--- src/rtl/rp_mult_pkg.sv ---
// Shared types and helpers for the Russian-peasant sequential multiplier.
// Holds the controller state encoding and the step-counter width helper.
package rp_mult_pkg;

  typedef enum logic [1:0] {
    IDLE,
    RUN,
    DONE
  } state_t;

  // Step counter must be able to hold the value WIDTH itself.
  function automatic int cnt_width(input int width);
    return $clog2(width + 1);
  endfunction

endpackage

--- src/rtl/rp_abs_neg.sv ---
// Conditional two's-complement negation; used both as an absolute-value
// stage (negate = operand sign) and as the final product sign fix-up.
module rp_abs_neg #(
  parameter int W = 8
) (
  input  logic [W-1:0] value,
  input  logic         negate,
  output logic [W-1:0] result
);

  // The most negative input maps onto itself, which read as unsigned is its magnitude.
  assign result = negate ? (~value + W'(1)) : value;

endmodule

--- src/rtl/russian_peasant_seq_multiplier.sv ---
// Sequential shift-and-add (Russian peasant) multiplier with valid/ready
// handshakes, signed/unsigned modes and early exit once the multiplier runs out of ones.
module russian_peasant_seq_multiplier
  import rp_mult_pkg::*;
#(
  parameter int WIDTH = 8
) (
  input  logic                 clk,
  input  logic                 rst,
  input  logic                 in_valid,
  output logic                 in_ready,
  input  logic                 signed_mode,
  input  logic [WIDTH-1:0]     a,
  input  logic [WIDTH-1:0]     b,
  output logic                 out_valid,
  input  logic                 out_ready,
  output logic [2*WIDTH-1:0]   product
);

  localparam int CW = cnt_width(WIDTH);

  state_t               state;
  state_t               state_next;
  logic [WIDTH-1:0]     a_reg;
  logic [2*WIDTH-1:0]   b_reg;
  logic [2*WIDTH-1:0]   acc;
  logic [2*WIDTH-1:0]   acc_next;
  logic [2*WIDTH-1:0]   acc_fixed;
  logic [CW-1:0]        step_cnt;
  logic                 neg_flag;
  logic [WIDTH-1:0]     a_abs;
  logic [WIDTH-1:0]     b_abs;
  logic                 last_step;

  rp_abs_neg #(.W(WIDTH)) u_abs_a (
    .value  (a),
    .negate (signed_mode & a[WIDTH-1]),
    .result (a_abs)
  );

  rp_abs_neg #(.W(WIDTH)) u_abs_b (
    .value  (b),
    .negate (signed_mode & b[WIDTH-1]),
    .result (b_abs)
  );

  rp_abs_neg #(.W(2*WIDTH)) u_neg_acc (
    .value  (acc_next),
    .negate (neg_flag),
    .result (acc_fixed)
  );

  // Single 2*WIDTH adder; the exit test looks at the multiplier after this step's shift.
  always_comb begin
    acc_next  = acc + (a_reg[0] ? b_reg : '0);
    last_step = ((a_reg >> 1) == '0) || (step_cnt == CW'(WIDTH - 1));
  end

  always_ff @(posedge clk) begin
    if (rst) state <= IDLE;
    else     state <= state_next;
  end

  always_comb begin
    state_next = state;
    in_ready   = 1'b0;
    out_valid  = 1'b0;
    case (state)
      IDLE: begin
        in_ready = 1'b1;
        if (in_valid) state_next = RUN;
      end
      RUN: begin
        if (last_step) state_next = DONE;
      end
      DONE: begin
        out_valid = 1'b1;
        if (out_ready) state_next = IDLE;
      end
      default: state_next = IDLE;
    endcase
  end

  // Datapath: capture magnitudes in IDLE, one shift/add step per RUN cycle.
  always_ff @(posedge clk) begin
    if (rst) begin
      a_reg    <= '0;
      b_reg    <= '0;
      acc      <= '0;
      step_cnt <= '0;
      neg_flag <= 1'b0;
      product  <= '0;
    end else begin
      case (state)
        IDLE: begin
          if (in_valid) begin
            a_reg    <= a_abs;
            b_reg    <= {{WIDTH{1'b0}}, b_abs};
            acc      <= '0;
            step_cnt <= '0;
            neg_flag <= signed_mode & (a[WIDTH-1] ^ b[WIDTH-1]);
          end
        end
        RUN: begin
          acc      <= acc_next;
          a_reg    <= a_reg >> 1;
          b_reg    <= b_reg << 1;
          step_cnt <= step_cnt + CW'(1);
          if (last_step) product <= acc_fixed;
        end
        default: ;
      endcase
    end
  end

endmodule

--- config.mk ---
export PLATFORM = sky130hd
export DESIGN_NAME = russian_peasant_seq_multiplier
export DESIGN_NICKNAME = d
export VERILOG_FILES = /design/src/rtl/rp_mult_pkg.sv /design/src/rtl/rp_abs_neg.sv /design/src/rtl/russian_peasant_seq_multiplier.sv
export SDC_FILE = /design/constraint.sdc
export NUM_CORES = 1
export LEC_CHECK = 0
export CAP_MARGIN = 25
export CORE_MARGIN = 2
export CORE_UTILIZATION = 62
export DETAILED_ROUTE_END_ITERATION = 8
export PLACE_DENSITY = 0.92
export SLEW_MARGIN = 20
export SYNTH_ARGS = -nofsm -noshare
export SYNTH_HDL_FRONTEND = slang
export SYNTH_HIERARCHICAL = 1
export SYNTH_SLANG_ARGS = --single-unit
--- constraint.sdc ---
create_clock -name clk -period 8.86 [get_ports clk]
set_clock_uncertainty 0.2 [all_clocks]
set_input_delay 2.215 -clock clk [delete_from_list [all_inputs] [get_ports clk]]
set_output_delay 2.215 -clock clk [all_outputs]
set_load 0.02 [all_outputs]
==> run_results.csv, run 1 <==
group,metric,value,unit
detailed_routing,routed_wirelength,9.41,mm
timing,setup-violations-final,0,
clocking,root_buffer,"clkbuf_8",
timing,hold_violations,0,
die,top_level_ports,39,
setup_path,crit_path_start_kind,"input pin",
setup_path,cp-end-kind,"register",
min_path,min_from,"b_reg[11]",
finish,regArea,1260,µm²
finish,layout_commonest_cell,"nor2_1",
clocking,clk_latency,0.36,ns
min_path,min_to,"b_reg[12]",
timing,clock.fmax,218,MHz
die,die_area,7230,µm²
synthesis,ys_warn_count,6,
min_path,hp-class,"reg -> reg",
placement,dp.cells,591,
timing,rsz0062_at_grt,"no",
synthesis,ys_seq_elements,63,
die,fp.dieH,85.0,µm
placement,place_hpwl,6.64,mm
clocking,cts_tree,"yes",
clocking,cts_inserted_buffers,9,
pwr,p_total,0.748,mW
min_path,worstHoldPathCells,2,
synthesis,synthSimpleGateAreaFrac,24.2,%
synthesis,synth_edf_count,0,
finish,drive_above_1_share,9.43,%
synthesis,synth_flop_cell,"dfxtp_1",
finish,diodes,0,
clocking,cts.sinks,63,
pwr,ir_drop,117,µV
synthesis,syn_avg_cell_area,8.09,µm²
detailed_routing,wl_per_cell,15.5,µm
setup_path,worstPathRequired,8.90,ns
global_routing,antenna_found_initial,0,
setup_path,r2r-start,"a_reg[0]",
outcome,status,"complete, no violations",
synthesis,synth_xor_xnor_area_share,8.82,%
synthesis,synthAdderAreaFrac,6.33,%
clocking,path_clk_slew,0.07,ns
synthesis,synthCells,503,
clocking,htree_levels,3,
timing,slew_viol_final,0,
timing,slew_headroom,38.5,%
global_routing,grt_pass1_vias,3461,
finish,nFillCells,447,
timing,fin_crit,4.58,ns
setup_path,r2r_cells,13,
detailed_routing,antenna_left,0,
finish,layout_common_cells,"71 x nor2_1, 63 x dfxtp_1, 52 x a21oi_1, 37 x nand2_1, 37 x clkdlybuf4s50_1",
global_routing,grt_pass1_wl,15.9,mm
synthesis,netlist_area,4070,µm²
setup_path,crit_type,"in -> reg",
synthesis,synth_top_family_by_area,"simple AND/OR/NAND/NOR gates",
timing,tightest_slew,0.923,ns
clocking,cts_setup_buffers,0,
setup_path,worstPathMaxFanout,25,
timing,finalCritPeriodShare,51.7,%
timing,fin_tns_setup,0,ns
setup_path,reg2reg_to,"product[11]",
synthesis,synth_sequential_area_ratio,31.0,%
detailed_routing,first_pass_iters,5,
pwr,power.density,160,nW/µm²
clocking,cts_hold_buffers,0,
setup_path,ff2ff_setup_slack,5.05,ns
synthesis,yosys-mux-area-fraction,4.46,%
synthesis,synth_cell_types,54,
clocking,ctsResizeCount,0,
detailed_routing,drcViolationCount,0,
die,start_util,64.1,%
synthesis,synthArstFlopShare,0,%
finish,area_growth,14.6,%
placement,io_buffer_count,38,
finish,multiInputGateArea,2630,µm²
synthesis,syn-num-nets,544,
synthesis,synth_compound_area_share,20.7,%
global_routing,grtUsageTotal,27.0,%
run,max_cap_violations,0,
finish,finalNonFillerCells,607,
die,die_x,85.0,µm
finish,nets,566,
global_routing,grt_max_degree,56,
setup_path,arrival,4.62,ns
global_routing,grt_overflow,0,
detailed_routing,avgViaCountPerCell,5.98,
pwr,leakage,1.81,nW
clocking,clockBufferDepth,2,
die,row_count,29,
detailed_routing,drtIter0Drc,195,
detailed_routing,vias,3628,
placement,place_congestion,0.907,
die,core_area,6350,µm²
[synthesized netlist by cell type (3+ instances only)]
cell | count | area share (%)
o221a_2 | 4 | 1.1
buf_2 | 4 | 0.49
nor3_1 | 12 | 1.5
a31oi_1 | 4 | 0.61
nand2_1 | 37 | 3.4
dfxtp_1 | 63 | 31
inv_1 | 14 | 1.3
xnor2_1 | 35 | 7.5
xor2_1 | 6 | 1.3
a21oi_1 | 52 | 6.4
and2_1 | 20 | 3.1
a21o_1 | 3 | 0.55
o21ai_1 | 5 | 0.61
mux2i_1 | 17 | 4.2
nor2b_1 | 12 | 1.8
ha_1 | 19 | 5.8
o31ai_2 | 6 | 1.8
buf_4 | 4 | 0.74
o21ai_0 | 10 | 1.2
a2111oi_0 | 3 | 0.65
or3_4 | 5 | 1.4
a22o_1 | 9 | 1.9
nor2_1 | 71 | 6.5
clkbuf_1 | 20 | 1.8
nand2b_1 | 7 | 1.1
nand3_1 | 25 | 3.1
[per-layer routing]
layer | global-route usage (%) | wire (µm) | share of wire, % | vias up
li1 | - | - | - | 1789
met1 | 33.3 | 3990 | 42 | 1679
met2 | 46.4 | 4590 | 49 | 135
met3 | 4.77 | 546 | 5.8 | 25
met4 | 10.8 | 273 | 2.9 | 0
met5 | 0 | 0 | 0 | -
[worst max-delay path by stage]
stage          cells past startpoint  startpoint       to  slack, ns
2_1_floorplan                      5    in_valid  acc[15]       5.22
5_1_grt                            5    in_valid  acc[15]       4.14
3_3_place_gp                       5    in_valid  acc[15]       4.22
4_1_cts                            5    in_valid  acc[15]       4.35
3_5_place_dp                       5    in_valid  acc[15]       4.05
6_report                           5    in_valid  acc[15]       4.28
[through the flow]
stage / area, µm² / util [%] / worst slack [ns] / hold slack [ns]
floorplan: 4070 / - / 5.22 / 0.241
global placement: 4430 / 69.8 / 4.22 / 0.250
detailed placement: 4430 / 69.8 / 4.05 / 0.262
CTS: 4660 / 73.5 / 4.35 / 0.268
global route: 4660 / 73.5 / 4.14 / 0.278
finish: 4660 / 73.5 / 4.28 / 0.266
[worst max-delay path, stage by stage]
cell	delay [ns]
clkdlybuf4s50_1	1.02
nor2_1	0.15
nor2_1	0.49
nor2_1	0.31
a221o_1	0.44
[report_power, final]
part,internal [mW],total (mW),switching [mW]
clock network,0.173,0.290,0.117
registers,0.297,0.314,0.0177
logic,0.0590,0.144,0.0850
[cells by family (layout without fill, tap and decap cells)]
group | count (synthesis) | in the layout
simple gates | 200 | 200
fa+ha+maj | 20 | 20
buf+inv | 44 | 71
flops | 63 | 63
xor+xnor | 41 | 41
compound gates | 117 | 117
mux | 18 | 18
[layout make-up]
type                       instances  share of cell area (%)
clock buffer                      11                    3.25
multi-input combinational        396                    56.3
tap                               77                    2.07
sequential                        63                    27.0
timing repair buffer              41                    8.53
clock inverter                     5                    1.72
inverter                          14                    1.13
No activity file was read; power rests on OpenSTA's default activity.
==> run 2: changes to the inputs <==
--- a/config.mk
+++ b/config.mk
@@ -7,9 +7,9 @@
 export LEC_CHECK = 0
 export CAP_MARGIN = 25
 export CORE_MARGIN = 2
-export CORE_UTILIZATION = 62
+export CORE_UTILIZATION = 52
 export DETAILED_ROUTE_END_ITERATION = 8
-export PLACE_DENSITY = 0.92
+export PLACE_DENSITY = 0.83
 export SLEW_MARGIN = 20
 export SYNTH_ARGS = -nofsm -noshare
 export SYNTH_HDL_FRONTEND = slang
==> constraint.sdc (replaced) <==
create_clock -name clk -period 3.9 [get_ports clk]
set_clock_uncertainty 0.2 [all_clocks]
set_input_delay 0.975 -clock clk [delete_from_list [all_inputs] [get_ports clk]]
set_output_delay 0.975 -clock clk [all_outputs]
set_load 0.02 [all_outputs]
==> run_results.csv, run 2 (synthesis gave the netlist of run 1 again) <==
group,metric,value,unit
global_routing,grt_pass1_vias,3318,
setup_path,cp_slowest_stage_delay,0.45,ns
finish,nets,574,
clocking,cts_tree,"yes",
finish,diodes,0,
run,max_cap_violations,0,
setup_path,arrival,3.59,ns
detailed_routing,drcViolationCount,0,
die,top_level_ports,39,
setup_path,worstPathRequired,3.92,ns
global_routing,antenna_found_initial,0,
detailed_routing,routed_wirelength,9.10,mm
detailed_routing,first_pass_iters,7,
pwr,leakage,1.85,nW
detailed_routing,antenna_left,0,
clocking,ctsResizeCount,0,
placement,place_congestion,0.994,
setup_path,crit_path_start_kind,"register",
die,row_count,32,
setup_path,crit_path_frequent_cell,"xnor2_1",
finish,layout_common_cells,"71 x nor2_1, 63 x dfxtp_1, 52 x a21oi_1, 37 x nand2_1, 37 x clkdlybuf4s50_1",
timing,setup-violations-final,0,
outcome,status,"complete, no violations",
setup_path,crit_type,"reg -> reg",
clocking,cts_inserted_buffers,9,
finish,final_area,4740,µm²
die,die_x,92.5,µm
min_path,hp-class,"reg -> reg",
placement,io_buffer_count,38,
die,core_area,7650,µm²
pwr,ir_drop,179,µV
timing,tightest_slew,0.662,ns
finish,layout_commonest_cell,"nor2_1",
clocking,cts.sinks,63,
timing,fin_tns_setup,0,ns
finish,drive_above_1_share,10.8,%
global_routing,grtUsageTotal,21.8,%
detailed_routing,vias,3582,
die,die_area,8550,µm²
detailed_routing,wl_per_cell,14.2,µm
detailed_routing,avgViaCountPerCell,5.60,
clocking,clk_latency,0.35,ns
timing,rsz0062_at_grt,"no",
global_routing,grt_pass1_wl,15.2,mm
setup_path,path_cells,"and2_1 > ha_1 > fa_1 > a21o_1 > a31oi_1 > o21ai_0 > a21oi_1 > xnor2_1 > or3_4 > o41ai_2 > xnor2_1 > mux2i_1 > nor2_1",
clocking,cts_setup_buffers,0,
clocking,clockBufferDepth,2,
timing,slew_headroom,55.8,%
clocking,path_clk_slew,0.07,ns
clocking,htree_levels,3,
timing,clock.fmax,280,MHz
global_routing,grt_overflow,0,
setup_path,slowest_stage,"dfxtp_1",
placement,place_hpwl,6.85,mm
clocking,root_buffer,"clkbuf_8",
setup_path,worstPathMaxFanout,18,
timing,holdWs,0.266,ns
timing,fin_crit,3.57,ns
setup_path,cp-end-kind,"register",
clocking,cts_hold_buffers,0,
finish,area_growth,16.5,%
timing,slew_viol_final,0,
placement,placed_area,4520,µm²
timing,finalCritPeriodShare,91.6,%
global_routing,grt_max_degree,44,
detailed_routing,drtIter0Drc,114,
die,fp.dieH,92.5,µm
die,start_util,53.2,%
finish,fin_util,62.0,%
pwr,power.density,353,nW/µm²
timing,hold_violations,0,
==> run 2: cell types whose count changed in the layout (fill, tap and decap cells not counted), sizes merged <==
| cell | previous run | this run |
|---|---|---|
| clkinv | 1 | 3 |
| clkbuf | 11 | 9 |
| inv | 14 | 15 |
| buf | 4 | 12 |
| clkinvlp | 2 | 1 |
==> run 2: report_power, final <==
part           total (mW)  leakage [nW]  switching [mW]  internal, mW
logic               0.336          1.23           0.196         0.140
registers           0.708         0.512          0.0345         0.673
clock network       0.633         0.110           0.272         0.361
total                1.68          1.85           0.502          1.17
==> run 2: routing by layer <==
layer | global-route usage [%] | vias up | share of wire [%]
met5 | 0 | - | 0
met4 | 8.21 | 0 | 2.0
met3 | 3.34 | 19 | 3.9
met2 | 37.6 | 91 | 48
met1 | 27.3 | 1658 | 46
li1 | - | 1814 | -
==> run 2: cell type report <==
| cell class | instances | area, µm² |
|---|---|---|
| clock buffer | 9 | 124 |
| clock inverter | 7 | 95.1 |
| fill | 672 | 2900 |
| inverter | 14 | 52.6 |
| multi-input combinational | 396 | 2630 |
| sequential | 63 | 1260 |
| tap | 102 | 128 |
| timing repair buffer | 49 | 458 |
==> run 2: final timing paths <==
check | start | endpoint | slack, ns | cells after the start
worst min-delay path | b_reg[10] | b_reg[11] | 0.27 | 2
worst max-delay path | a_reg[0] | product[11] | 0.33 | 13
worst max register to register | a_reg[0] | product[11] | 0.33 | 13
worst min register to register | b_reg[10] | b_reg[11] | 0.27 | 2
==> run 2: critical path: cells and delay by family (launching register included) <==
family / cells / cell delay (ns)
AO/OA/AOI/OAI: 5 / 1.04
AND/OR/NAND/NOR: 3 / 0.72
adder cells (fa/ha/maj): 2 / 0.64
flip-flops: 1 / 0.45
XOR/XNOR: 2 / 0.24
multiplexers: 1 / 0.15
==> run 2: stage by stage <==
step           setup slack (ns)  cells  total power [mW]
6_report                  0.328    640              1.68
5_1_grt                  0.0535    640              1.75
4_1_cts                   0.322    640              1.68
3_5_place_dp              0.353    624              1.06
3_3_place_gp              0.437    624              1.04
2_1_floorplan             0.546    503             0.961
==> run 3: changes to the inputs <==
--- a/config.mk
+++ b/config.mk
@@ -5,6 +5,7 @@
 export SDC_FILE = /design/constraint.sdc
 export NUM_CORES = 1
 export LEC_CHECK = 0
+export ABC_CLOCK_PERIOD_IN_PS = 3900
 export CAP_MARGIN = 25
 export CORE_MARGIN = 2
 export CORE_UTILIZATION = 52
==> results of run 3 <==
No change in the layout: final DEF, timing and power equal those of run 2.
==> RTL change (settings of run 2) <==
Set the parameter `WIDTH` to 6 (it was 8).
--- a/src/rtl/russian_peasant_seq_multiplier.sv
+++ b/src/rtl/russian_peasant_seq_multiplier.sv
@@ -3,7 +3,7 @@
 module russian_peasant_seq_multiplier
   import rp_mult_pkg::*;
 #(
-  parameter int WIDTH = 8
+  parameter int WIDTH = 6
 ) (
   input  logic                 clk,
   input  logic                 rst,
Ports: changed (resized a, b and product); port bits go from 39 to 31. The function was not compared with the original's and may differ.
==> RTL change against run 2 <==
Setup slack improved by 95 ps; non-clock buffer count decreased by 17; routed wire length decreased by 33%; die area decreased by 28%; first-iteration DRC count increased by 22%; fmax increased by 2.7%; design area decreased by 30%; area after synthesis decreased by 29%; power decreased by 29%; synthesized cell count decreased by 33%; sequential cell count decreased by 15.
==> RTL change: results (changes against run 2) <==
- Final non-filler cell area: 0.00333 mm2 (was 0.00474 mm2)
- Multi-input gate count: 258 (was 396)
- Worst Max-Slew Pin Slew: 742 ps (was 662 ps)
- Routed wl met2: 3090 um (was 4400 um)
- Fillers: 473 (was 672)
- Pre-CTS setup slack: 413 ps (was 353 ps)
- Multi-input logic portion of the cell area: 53.2% (was 55.3%)
- Inverters: 15 (was 14)
- Worst hold path cell count: 1 (was 2)
- Hold Slack: 297 ps (was 266 ps)
- Dpl cells: 425 (was 624)
- Leakage: 1.45 nW (was 1.85 nW)
- Register area share after synthesis: 33.3% (was 31.0%)
- Peak supply drop: 0.232 mV (was 0.179 mV)
- Yosys reg bits: 48 (was 63)
- Synth Area in Adders: 7.64% (was 6.33%)
- Initial DRC Count: 139 (was 114)
- Worst-Skew Late Latency: 300 ps (was 350 ps)
- Met1 Routed Length: 2680 um (was 4170 um)
- Routed WL: 6050 um (was 9100 um)
- Int Power: 0.000867 W (was 0.00117 W)
- Arr. time, crit path: 3460 ps (was 3590 ps)
- Drt wl/cell: 14.0 um (was 14.2 um)
- CP max FO: 13 (was 18)
- Status: completed (unchanged)
- Worst Hold End: acc[5] (was b_reg[11])
## RTL change: cell count changes after synthesis, moves of 7 or more
| cell | before | now |
|---|---|---|
| a22oi_1 | 2 | 11 |
| xnor2_1 | 35 | 23 |
| clkbuf_1 | 20 | 13 |
| dfxtp_1 | 63 | 48 |
| nor3_1 | 12 | 1 |
| nor2b_1 | 12 | 1 |
| a311oi_1 | 0 | 10 |
| and2_1 | 20 | 13 |
| nor2_1 | 71 | 47 |
| a21oi_1 | 52 | 15 |
| nand3_1 | 25 | 2 |
## RTL change: routing by layer
layer | GRT usage [%] | up-vias
li1 | - | 1218
met1 | 25.1 | 1160
met2 | 37.8 | 47
met3 | 3.91 | 8
met4 | 6.14 | 0
met5 | 0 | -
## RTL change: power groups by stage
stage	clock network (W)	registers (W)	logic [W]
after floorplan	0	0.000543	0.000178
after global placement	0	0.000550	0.000219
after detailed placement	0	0.000552	0.000226
after CTS	0.000440	0.000540	0.000227
after global routing	0.000461	0.000545	0.000250
final	0.000431	0.000540	0.000226
